[config.mk]
export PLATFORM = sky130hd
export DESIGN_NAME = tt_blk_sel
export DESIGN_NICKNAME = d
export VERILOG_FILES = /design/src/rtl/tt_blk_sel.sv
export SDC_FILE = /design/constraint.sdc
export NUM_CORES = 1
export LEC_CHECK = 0
export ABC_CLOCK_PERIOD_IN_PS = 1850
export BUFFER_PORTS_ARGS = -buffer_cell sky130_fd_sc_hd__clkbuf_2
export CAP_MARGIN = 30
export CORE_ASPECT_RATIO = 1.1
export CORE_MARGIN = 10
export CORE_UTILIZATION = 40
export CTS_CLUSTER_SIZE = 24
export DETAILED_ROUTE_END_ITERATION = 10
export PLACE_DENSITY = 0.61
export SETUP_SLACK_MARGIN = 0.1
export SYNTH_ARGS = -nofsm -noshare
export SYNTH_HDL_FRONTEND = slang
export SYNTH_SLANG_ARGS = --single-unit
[constraint.sdc]
create_clock -name clk -period 1.85 [get_ports clk]
set_input_delay 0.37 -clock clk [delete_from_list [all_inputs] [get_ports clk]]
set_output_delay 0.37 -clock clk [all_outputs]
set_load 0.005 [all_outputs]
[src/rtl/tt_blk_sel.sv]
// tt_blk_sel: per-tile selection receiver. It counts design-select pulses and
// compares the count with the tie-cell block ID. On a match it sequences the user enable and reset.
// Latency: 1 cycle from a controller input to any output. All outputs are registered.
// Backpressure: none. The controller strobes are level/edge inputs and are never stalled.
//
// Ports:
//   clk, rst_n  : clock and synchronous active-low reset
//   blk_id      : hardwired block ID (static, compared combinationally)
//   sel_rst     : clear the select counter and re-arm counting (highest priority)
//   sel_inc     : increment strobe, counted on its rising edge
//   sel_ena     : commit (rising edge) and hold (level) of the selection
//   blk_ena     : user design enable
//   blk_rst_n   : user design reset, active-low
//   busy        : high while counting or while reset is being held in the guard phase
//   ovf         : sticky flag, set when an increment arrives with the counter at all-ones
//
// Build option: define TT_BLK_SEL_GUARD_EN to add the guard phase. In that phase the design
// is enabled while reset is held for 2^GUARD_W cycles. Without it, reset is released one
// cycle after the enable.
module tt_blk_sel #(
  parameter int ADDR_W  = 10,
  parameter int GUARD_W = 4
) (
  input  logic              clk,
  input  logic              rst_n,
  input  logic [ADDR_W-1:0] blk_id,
  input  logic              sel_rst,
  input  logic              sel_inc,
  input  logic              sel_ena,
  output logic              blk_ena,
  output logic              blk_rst_n,
  output logic              busy,
  output logic              ovf
);

  // GUARD_W sizes the guard counter. It must be valid in every build.
  if (GUARD_W < 1) begin : g_guard_w_range
    $error("tt_blk_sel: GUARD_W must be at least 1");
  end

`ifdef TT_BLK_SEL_GUARD_EN
  typedef enum logic [1:0] {S_IDLE, S_COUNT, S_GUARD, S_ACTIVE} state_e;
`else
  typedef enum logic [1:0] {S_IDLE, S_COUNT, S_ACTIVE} state_e;
`endif

  state_e              state_q, state_d;
  logic [ADDR_W-1:0]   cnt_q, cnt_d;
  logic                ovf_q, ovf_d;
  logic                inc_dly_q, ena_dly_q;
  logic                blk_ena_q, blk_ena_d;
  logic                blk_rst_n_q, blk_rst_n_d;
  logic                busy_q, busy_d;
`ifdef TT_BLK_SEL_GUARD_EN
  logic [GUARD_W-1:0]  guard_q, guard_d;
`endif

  logic inc_edge, ena_rise, id_match;

  assign inc_edge = sel_inc & ~inc_dly_q;
  assign ena_rise = sel_ena & ~ena_dly_q;
  // A saturated count is not trusted, even if it happens to equal the ID.
  assign id_match = (cnt_q == blk_id) && !ovf_q;

  always_comb begin
    state_d = state_q;
    cnt_d   = cnt_q;
    ovf_d   = ovf_q;
`ifdef TT_BLK_SEL_GUARD_EN
    guard_d = guard_q;
`endif
    if (sel_rst) begin
      state_d = S_COUNT;
      cnt_d   = '0;
      ovf_d   = 1'b0;
`ifdef TT_BLK_SEL_GUARD_EN
      guard_d = '0;
`endif
    end else begin
      case (state_q)
        S_IDLE: ;
        S_COUNT: begin
          // A commit takes precedence. The compare uses the count before any
          // increment that coincides with the commit, and that increment is dropped.
          if (ena_rise) begin
`ifdef TT_BLK_SEL_GUARD_EN
            state_d = id_match ? S_GUARD : S_IDLE;
            guard_d = '0;
`else
            state_d = id_match ? S_ACTIVE : S_IDLE;
`endif
          end else if (inc_edge) begin
            if (&cnt_q) ovf_d = 1'b1;
            else        cnt_d = cnt_q + ADDR_W'(1);
          end
        end
`ifdef TT_BLK_SEL_GUARD_EN
        S_GUARD: begin
          guard_d = guard_q + GUARD_W'(1);
          if (!sel_ena)      state_d = S_IDLE;
          else if (&guard_q) state_d = S_ACTIVE;
        end
`endif
        S_ACTIVE: begin
          if (!sel_ena) state_d = S_IDLE;
        end
        default: state_d = S_IDLE;
      endcase
    end

    // Outputs are decoded from the next state, so the registers reflect the state they enter.
`ifdef TT_BLK_SEL_GUARD_EN
    blk_ena_d   = (state_d == S_GUARD) || (state_d == S_ACTIVE);
    blk_rst_n_d = (state_d == S_ACTIVE);
    busy_d      = (state_d == S_COUNT) || (state_d == S_GUARD);
`else
    // Reset is held through the first enabled cycle and released from the second one on.
    blk_ena_d   = (state_d == S_ACTIVE);
    blk_rst_n_d = (state_d == S_ACTIVE) && (state_q == S_ACTIVE);
    busy_d      = (state_d == S_COUNT);
`endif
  end

  always_ff @(posedge clk) begin
    if (!rst_n) begin
      state_q     <= S_IDLE;
      cnt_q       <= '0;
      ovf_q       <= 1'b0;
      inc_dly_q   <= 1'b0;
      ena_dly_q   <= 1'b0;
      blk_ena_q   <= 1'b0;
      blk_rst_n_q <= 1'b0;
      busy_q      <= 1'b0;
`ifdef TT_BLK_SEL_GUARD_EN
      guard_q     <= '0;
`endif
    end else begin
      state_q     <= state_d;
      cnt_q       <= cnt_d;
      ovf_q       <= ovf_d;
      inc_dly_q   <= sel_inc;
      ena_dly_q   <= sel_ena;
      blk_ena_q   <= blk_ena_d;
      blk_rst_n_q <= blk_rst_n_d;
      busy_q      <= busy_d;
`ifdef TT_BLK_SEL_GUARD_EN
      guard_q     <= guard_d;
`endif
    end
  end

  assign blk_ena   = blk_ena_q;
  assign blk_rst_n = blk_rst_n_q;
  assign busy      = busy_q;
  assign ovf       = ovf_q;

endmodule

==> metrics.txt, run 1 <==
Worst Tran Pin Value=0.434 ns; Synth Warn #=0; synth unique cells=36; WL per Instance=14.2 microns; number of flops mapped to enable cells by yosys=0; setup slack, reg-to-reg=0.1 ns; Syn Nets=115; RR Endpoint=cnt_q[3]$_SDFFE_PP0P_; register area=360 sq um; Hold WC Path Type=in2reg; worst-skew pair later-pin latency=0.29 ns; endpoints failing setup=0; Iter 0 DRT Violations=15; routed vias/inst=5.50; RSZ-0062 raised after global routing=true; Power Total=716 uW; top_reg_cell synth=dfxtp_1; Yosys reg bits=18; # Max-Cap Violations=0; metal3 WL=83 microns; # DRC=0; type of origin of the critical path=register; fmax=571 MHz; post-CTS setup buffers=0; met1 wire length=1.05 mm; Initial Utilization=41.6%; number of routed nets with antenna violations=0; Clock Tree Buf Depth=2; fraction of layout cells with a size suffix above 1=29.1%; sequential area share after synthesis=38.9%; Worst slew margin=71.1%; antenna violations before repair=0; reg2reg start=state_q[1]$_SDFF_PN0_; vias in the first global route=861; Hold EP=inc_dly_q$_SDFF_PN0_; buffer and inverter count on the worst path=0; crit-path cells=nand2b_4 > or4b_4 > or4_1 > a21oi_1; Worst-path clk slew=0.11 ns; Logic pwr share=10.0%; Num CTS Buffers=3; post-synthesis async set-or-reset flop share=0%; CP top delay family=simple AND/OR/NAND/NOR gates; I/O pin cnt=19; reg2reg path depth=4; hpwl dp=1.73 mm; root buf cell=clkbuf_4; Clock Skew=0.00411 ns; crit share post-route=94.7%; global route overflow=0; internal cell power=552 uW; Die Y=70.5 microns; clock sink count=18; Max VDD drop=0.458 mV; footprint of the multi-input gates=543 sq um; H-tree levels=1; Placer Congestion=0.791; CP arrival=1.98 ns; CTS resizes=0; Netlist Area Pre-Place=927 sq um; worst-path maximum fanout=9; run status=finished clean; Layout area overhead=24.0%; leakage power=0.460 nW; crit path kind=reg2reg; sw frac=22.9%; min-delay src=sel_inc; final slew viol count=0; Syn Inst Count=99; largest net degree at the start of global routing=11; total track usage=9.99%; final wirelength=2.23 mm; Worst Path Required=2.08 ns; DR pass1 iterations=4; Rows=18; CP Capture Type=register; WHS Path Cells=2; met2 wire len=1.04 mm; Crit-path slowest cell=or4b_4; clock share of power=34.5%; die width=65.9 microns; cell count after placement=153; CTS Hold Bufs=0; post-route insts no fill=157; clock period minus worst slack=1.75 ns; max layer used=met4; mean area per synthesized cell=9.37 sq um; core area=2230 sq um; pwr/cell area=623 nW/um^2; sequential share of power=55.5%; switching power=164 uW; Hold Violations, Final=0; first-pass GRT wire length=3.81 mm; die area=4650 sq um; n_diodes=0; via count=863; Final nets=144; port buffer count=18; TritonCTS clock tree=built; Crit path largest cell delay=0.54 ns; Filler cells=206
==> worst max-delay path by stage <==
stage | to | slack (ns) | from | cells after the start
floorplan | cnt_q[5]$_SDFFE_PP0P_ | 0.14 | sel_ena | 5
global placement | cnt_q[3]$_SDFFE_PP0P_ | -0.0005 | sel_ena | 5
detailed placement | cnt_q[3]$_SDFFE_PP0P_ | -0.04 | sel_ena | 5
CTS | cnt_q[3]$_SDFFE_PP0P_ | 0.10 | state_q[1]$_SDFF_PN0_ | 4
global route | cnt_q[3]$_SDFFE_PP0P_ | 0.05 | state_q[1]$_SDFF_PN0_ | 4
finish | cnt_q[3]$_SDFFE_PP0P_ | 0.1 | state_q[1]$_SDFF_PN0_ | 4
==> registers in the layout, indices dropped and copies added (netlist names) <==
register,flops
cnt_q,10
ovf,1
busy,1
ena_dly_q,1
blk_ena,1
blk_rst_n,1
state_q,2
inc_dly_q,1
==> synthesized netlist by cell type (2+ instances only) <==
master    number  area share, %
nor2_1         5            2.0
o41ai_1        2            1.9
a211oi_1       2            1.6
or4_1          2            1.6
xor2_1         3            2.8
nand2b_1       3            2.0
dfxtp_1       18             39
nand3_1        5            2.7
o31ai_1        2            1.6
a31oi_1        3            2.0
clkbuf_1       3            1.2
nand2_1        4            1.6
o21ai_0        2            1.1
and4_1         4            3.8
a41o_1         2            2.2
and3_1         2            1.3
and2_1         2            1.3
nand4_1        4            2.7
or3_1          2            1.3
a21oi_1        5            2.7
o21a_1         2            1.6
xnor2_1        7            6.6
o21bai_1       2            1.6
==> layer usage <==
metal	up-vias	GRT usage (%)
li1	433	-
met1	405	12.0
met2	19	15.8
met3	6	2.87
met4	0	4.29
met5	-	0
==> cells in the final DEF (no fill, tap or decap), types with 3 or more instances in the layout <==
cell / count
and4_1: 4
nand3_1: 5
buf_4: 11
nand2_1: 4
nand4_1: 4
clkbuf_4: 3
a21oi_1: 5
a31oi_1: 3
clkbuf_2: 18
nor2_1: 5
nand2b_1: 3
xor2_1: 3
dfxtp_1: 18
xnor2_1: 7
==> worst register-to-register path, cell delays in order (launching register included) <==
cell,delay (ns)
dfxtp_1,0.33
nand2b_4,0.15
or4b_4,0.54
or4_1,0.52
a21oi_1,0.15
==> power groups by stage <==
| stage | Sequential (mW) | Clock [mW] | Combinational, mW |
|---|---|---|---|
| after floorplan | 0.406 | 0 | 0.0354 |
| after global placement | 0.406 | 0 | 0.0707 |
| after detailed placement | 0.406 | 0 | 0.0713 |
| after CTS | 0.397 | 0.252 | 0.0718 |
| after global routing | 0.398 | 0.273 | 0.0796 |
| final | 0.397 | 0.247 | 0.0715 |
==> metrics by stage <==
stage | hold slack [ns] | utilization, % | TNS (ns) | area (sq um) | worst slack (ns)
floorplan | 0.438 | - | 0 | 927 | 0.145
global placement | 0.466 | 49.9 | -0.000503 | 1110 | -0.000503
detailed placement | 0.467 | 49.9 | -0.0359 | 1110 | -0.0359
CTS | 0.306 | 51.6 | 0 | 1150 | 0.102
global route | 0.304 | 51.6 | 0 | 1150 | 0.0451
finish | 0.312 | 51.6 | 0 | 1150 | 0.0981
==> cell type report <==
cell class,count,area share (%)
multi-input combinational,76,47.2
sequential,18,31.3
timing repair buffer,29,15.0
tap,30,3.26
clock buffer,4,3.16
==> cell families after synthesis <==
| group | synth area share (%) |
|---|---|
| xor gates and xnor gates | 9.45 |
| adders and majority gates | 1.35 |
| DFF | 38.9 |
| muxes | 1.08 |
| and+or+nand+nor | 28.5 |
| buffers and inverters | 2.56 |
| AOI/OAI and AO/OA | 18.2 |
(Power assumes the default switching activity.)
==> run 2: changes to the inputs <==
ABC_AREA = 1   (was default)
CELL_PAD_IN_SITES_DETAIL_PLACEMENT = 1   (was default)
CELL_PAD_IN_SITES_GLOBAL_PLACEMENT = 1   (was default)
CORE_UTILIZATION = 37   (was 40)
PLACE_DENSITY = 0.77   (was 0.61)
==> metrics.txt, run 2 <==
run status=finished clean; WHS Path Cells=3; Final nets=206; cell area after layout=1180 sq um; min-delay src=sel_inc; number of flops mapped to enable cells by yosys=0; Place WS=0.310 ns; endpoints failing setup=0; root buf cell=clkbuf_4; DR pass1 iterations=3; Die Y=75.5 microns; via count=1042; final slew viol count=0; synth unique cells=18; RSZ-0062 raised after global routing=false; Hold WC Path Type=in2reg; share of the synthesized area in the top cell type=34.8%; Synth area leaders=dfxtp_1, nand2_1, inv_1, nor2_1, a21oi_1; final wirelength=2.65 mm; Worst Path Required=2.03 ns; clock period minus worst slack=1.54 ns; routed vias/inst=4.71; largest register by flop count=cnt_q; pwr/cell area=562 nW/um^2; TritonCTS clock tree=built; Worst-path clk slew=0.10 ns; setup TNS=0 ns; core area=2730 sq um; Synth Warn #=0; worst-path maximum fanout=11; most frequent cells in the layout=nand2_1, inv_1, nor2_1, dfxtp_1, clkbuf_2; post-route setup slack=0.308 ns; Hold EP=inc_dly_q$_SDFF_PN0_; commonest non-fill, non-tap cell in the layout=nand2_1; post-synth top area cell=dfxtp_1; total track usage=11.0%; Yosys reg bits=18; Worst Tran Pin Value=0.407 ns; footprint of the multi-input gates=533 sq um; CP arrival=1.73 ns; Clock Skew=0.00177 ns; Max VDD drop=0.462 mV; post-synthesis async set-or-reset flop share=0%; reg2reg path depth=8; cell with the most instances after synthesis=nand2_1; sequential area share after synthesis=34.8%; Netlist Area Pre-Place=1040 sq um; Initial Utilization=38.0%; die area=5320 sq um; CTS Hold Bufs=0; largest net degree at the start of global routing=12; port buffer count=18; first-pass GRT wire length=4.85 mm; Worst slew margin=72.9%; CTS resizes=0; antenna violations before repair=0; RR Endpoint=cnt_q[7]$_SDFFE_PP0P_; Largest register FFs=10; die width=70.5 microns; crit share post-route=83.4%; Iter 0 DRT Violations=28; fmax=648 MHz; Syn Inst Count=168; synth cell count leaders=nand2_1, inv_1, nor2_1, dfxtp_1, a21oi_1; H-tree levels=1; Filler cells=400; n_diodes=0; type of origin of the critical path=register; reg2reg start=cnt_q[0]$_SDFFE_PP0P_; register area=360 sq um; Rows=20; hold slack=0.276 ns; leakage power=0.621 nW; mean area per synthesized cell=6.17 sq um; Layout area overhead=13.8%; Regs by FF count=cnt_q (10), state_q (2); Syn Nets=184; Num CTS Buffers=3; Hold Violations, Final=0; # DRC=0; top_reg_cell synth=dfxtp_1; I/O pin cnt=19; crit path kind=reg2reg; hpwl dp=2.31 mm; post-placement cell area=1160 sq um; fraction of layout cells with a size suffix above 1=16.5%; Placer Congestion=0.817; post-CTS setup buffers=0; clock sink count=18; setup slack, reg-to-reg=0.31 ns; global route overflow=0; WL per Instance=12.0 microns; vias in the first global route=1138; CP Capture Type=register; # Max-Cap Violations=0; number of routed nets with antenna violations=0; worst-skew pair later-pin latency=0.29 ns; Clock Tree Buf Depth=2
run 2: kinds of logic (layout without fill, tap and decap cells):
logic type / count (synthesis) / count (layout) / share of synthesized area (%)
fa+ha+maj: 1 / 1 / 1.21
compound gates: 16 / 16 / 8.09
flops: 18 / 18 / 34.8
xor+xnor: 2 / 2 / 1.69
simple gates: 95 / 95 / 40.5
buf+inv: 36 / 56 / 13.8
run 2: metal layers:
| layer | track usage [%] | up-vias | wire length (microns) |
|---|---|---|---|
| met5 | 0 | - | 0 |
| met4 | 3.29 | 0 | 21 |
| met3 | 2.47 | 2 | 82 |
| met2 | 21.2 | 11 | 1440 |
| met1 | 11.8 | 485 | 1110 |
| li1 | - | 544 | - |
run 2: worst max-delay path, cell delays in order (launching register included):
cell	delay (ns)
dfxtp_1	0.40
ha_1	0.21
nand2_2	0.09
nor3_4	0.25
nand2_2	0.09
nand2_2	0.19
o21ai_0	0.11
nand2_1	0.06
nor2_1	0.04
run 2: worst max path at each step:
stage | cells after the start | to | startpoint | slack, ns
finish | 8 | cnt_q[7]$_SDFFE_PP0P_ | cnt_q[0]$_SDFFE_PP0P_ | 0.31
global route | 8 | cnt_q[7]$_SDFFE_PP0P_ | cnt_q[0]$_SDFFE_PP0P_ | 0.14
CTS | 8 | cnt_q[7]$_SDFFE_PP0P_ | cnt_q[0]$_SDFFE_PP0P_ | 0.29
detailed placement | 8 | cnt_q[7]$_SDFFE_PP0P_ | cnt_q[0]$_SDFFE_PP0P_ | 0.31
global placement | 8 | cnt_q[7]$_SDFFE_PP0P_ | cnt_q[0]$_SDFFE_PP0P_ | 0.34
floorplan | 9 | cnt_q[7]$_SDFFE_PP0P_ | cnt_q[0]$_SDFFE_PP0P_ | 0.51
run 2: power by group:
group	switching (mW)	total [mW]	internal, mW
sequential	0.00264	0.396	0.393
clock	0.118	0.194	0.0756
combinational	0.0450	0.0732	0.0282
run 2: stage by stage:
| stage | util (%) | power [mW] | instances |
|---|---|---|---|
| 2_1_floorplan | - | 0.447 | 168 |
| 3_3_place_gp | 42.4 | 0.474 | 218 |
| 3_5_place_dp | 42.4 | 0.480 | 218 |
| 4_1_cts | 43.2 | 0.674 | 221 |
| 5_1_grt | 43.2 | 0.708 | 221 |
| 6_report | 43.2 | 0.663 | 221 |
run 2: layout make-up:
class / count / area share, %
timing repair buffer: 18 / 7.64
sequential: 18 / 30.6
tap: 33 / 3.50
multi-input combinational: 114 / 45.2
inverter: 35 / 11.1
clock buffer: 3 / 1.91
==> run 3: changes to the inputs <==
ABC_CLOCK_PERIOD_IN_PS = 1200   (was 1850)
CORE_UTILIZATION = 33   (was 37)
PLACE_DENSITY = 0.73   (was 0.77)
clock period = 1.2 ns   (was 1.85 ns; I/O delays follow)
==> metrics.txt, run 3 (synthesis results as in run 2) <==
crit-path cells=ha_4 > nand2_4 > nor3_4 > a21oi_2 > buf_6 > a21oi_1 > nor2_1; endpoints failing setup=13; worst-path maximum fanout=6; port buffer count=18; Initial Utilization=34.3%; cell count after placement=243; final slew viol count=0; Clock Skew=0.00762 ns; # DRC=0; total track usage=12.6%; Hold WC Path Type=in2reg; n_diodes=0; worst-skew pair later-pin latency=0.30 ns; I/O pin cnt=19; TritonCTS clock tree=built; clock period minus worst slack=1.39 ns; core area=3020 sq um; pwr/cell area=685 nW/um^2; global route overflow=0; RSZ-0062 raised after global routing=true; # Max-Cap Violations=0; commonest non-fill, non-tap cell in the layout=nand2_1; Worst Tran Pin Value=0.274 ns; WL per Instance=14.2 microns; Regs by FF count=cnt_q (10), state_q (2); die width=73.4 microns; crit path kind=reg2reg; largest net degree at the start of global routing=10; antenna violations before repair=0; H-tree levels=1; leakage power=0.834 nW; Worst Path Required=1.39 ns; root buf cell=clkbuf_4; buffer and inverter count on the worst path=1; hpwl dp=2.54 mm; CP arrival=1.58 ns; CP Capture Type=register; post-route setup slack=-0.189 ns; Largest register FFs=10; Crit-path slowest cell=dfxtp_4; crit share post-route=116%; Layout area overhead=52.3%; setup TNS=-1.18 ns; Iter 0 DRT Violations=28; final wirelength=3.63 mm; Clock Tree Buf Depth=2; most frequent cells in the layout=nand2_1, inv_1, buf_4, clkbuf_2, nor2_1; routed vias/inst=4.80; Crit path largest cell delay=0.38 ns; Power Total=1.08 mW; Die Y=78.8 microns; run status=finished, violations left; vias in the first global route=1409; Num CTS Buffers=3; type of origin of the critical path=register; DR pass1 iterations=5; fmax=720 MHz; fraction of layout cells with a size suffix above 1=45.7%; Worst slew margin=81.7%; Max VDD drop=0.574 mV; post-layout util=52.2%; via count=1225; CP top delay family=flip-flops; Final nets=239; failing checks=negative setup slack; post-route insts no fill=255; Worst-path clk slew=0.11 ns; Placer Congestion=0.785; die area=5780 sq um; largest register by flop count=cnt_q; Rows=21; number of routed nets with antenna violations=0; clock sink count=18; first-pass GRT wire length=5.99 mm; Hold Violations, Final=0
[run 3: cell count changes in the layout (fill, tap and decap cells not counted), sizes merged]
cell	previous run	this run
buf	0	32
nand2	59	60
[run 3: area by class of cell]
| cell class | instances | area (sq um) |
|---|---|---|
| repair buffers | 50 | 349 |
| inverters | 35 | 136 |
| flip-flops and latches | 18 | 377 |
| well taps | 34 | 42.5 |
| clock buffers | 3 | 22.5 |
| multi-input cells | 115 | 651 |
| fillers | 409 | 1440 |
[run 3: stage by stage]
stage | worst slack (ns) | hold WS [ns] | instance area (sq um)
6_report | -0.189 | 0.128 | 1580
5_1_grt | -0.239 | 0.160 | 1580
4_1_cts | -0.112 | 0.130 | 1510
3_5_place_dp | -0.178 | 0.447 | 1360
3_3_place_gp | -0.139 | 0.441 | 1360
2_1_floorplan | -0.0125 | 0.333 | 1060
[run 3: report_power, final]
group          switching, mW  internal (mW)  total [mW]
sequential           0.00446          0.603       0.607
combinational         0.0898         0.0703       0.160
clock                  0.197          0.117       0.314
[run 3: per-layer routing]
layer | part of all wire [%] | global-route usage (%)
met2 | 56 | 25.0
met5 | 0 | 0
met1 | 37 | 11.9
met3 | 4.4 | 3.11
met4 | 2.3 | 4.48
[run 3: worst paths after layout]
check                              from                    end  slack [ns]  cells after the start
setup / recovery  cnt_q[1]$_SDFFE_PP0P_  cnt_q[2]$_SDFFE_PP0P_       -0.19                      7
hold / removal                  sel_inc   inc_dly_q$_SDFF_PN0_        0.13                      3
setup reg to reg  cnt_q[1]$_SDFFE_PP0P_  cnt_q[2]$_SDFFE_PP0P_       -0.19                      7
hold reg to reg        ovf$_SDFFE_PP0P_       ovf$_SDFFE_PP0P_        0.50                      2
[run 3: what timing repair did]
item                                    in CTS  in global routing
hold endpoints to repair                     0                  0
hold buffers                                 0                  0
cloned                                       1                  0
pin swaps                                   10                  9
buffers inserted                             7                  1
gates resized for setup                     27                 21
endpoints found under the setup margin      13                 13
[run 3: tightest hold or removal path: stages]
cell,delay [ns]
clkbuf_2,0.09
nand2_1,0.04
inv_1,0.04
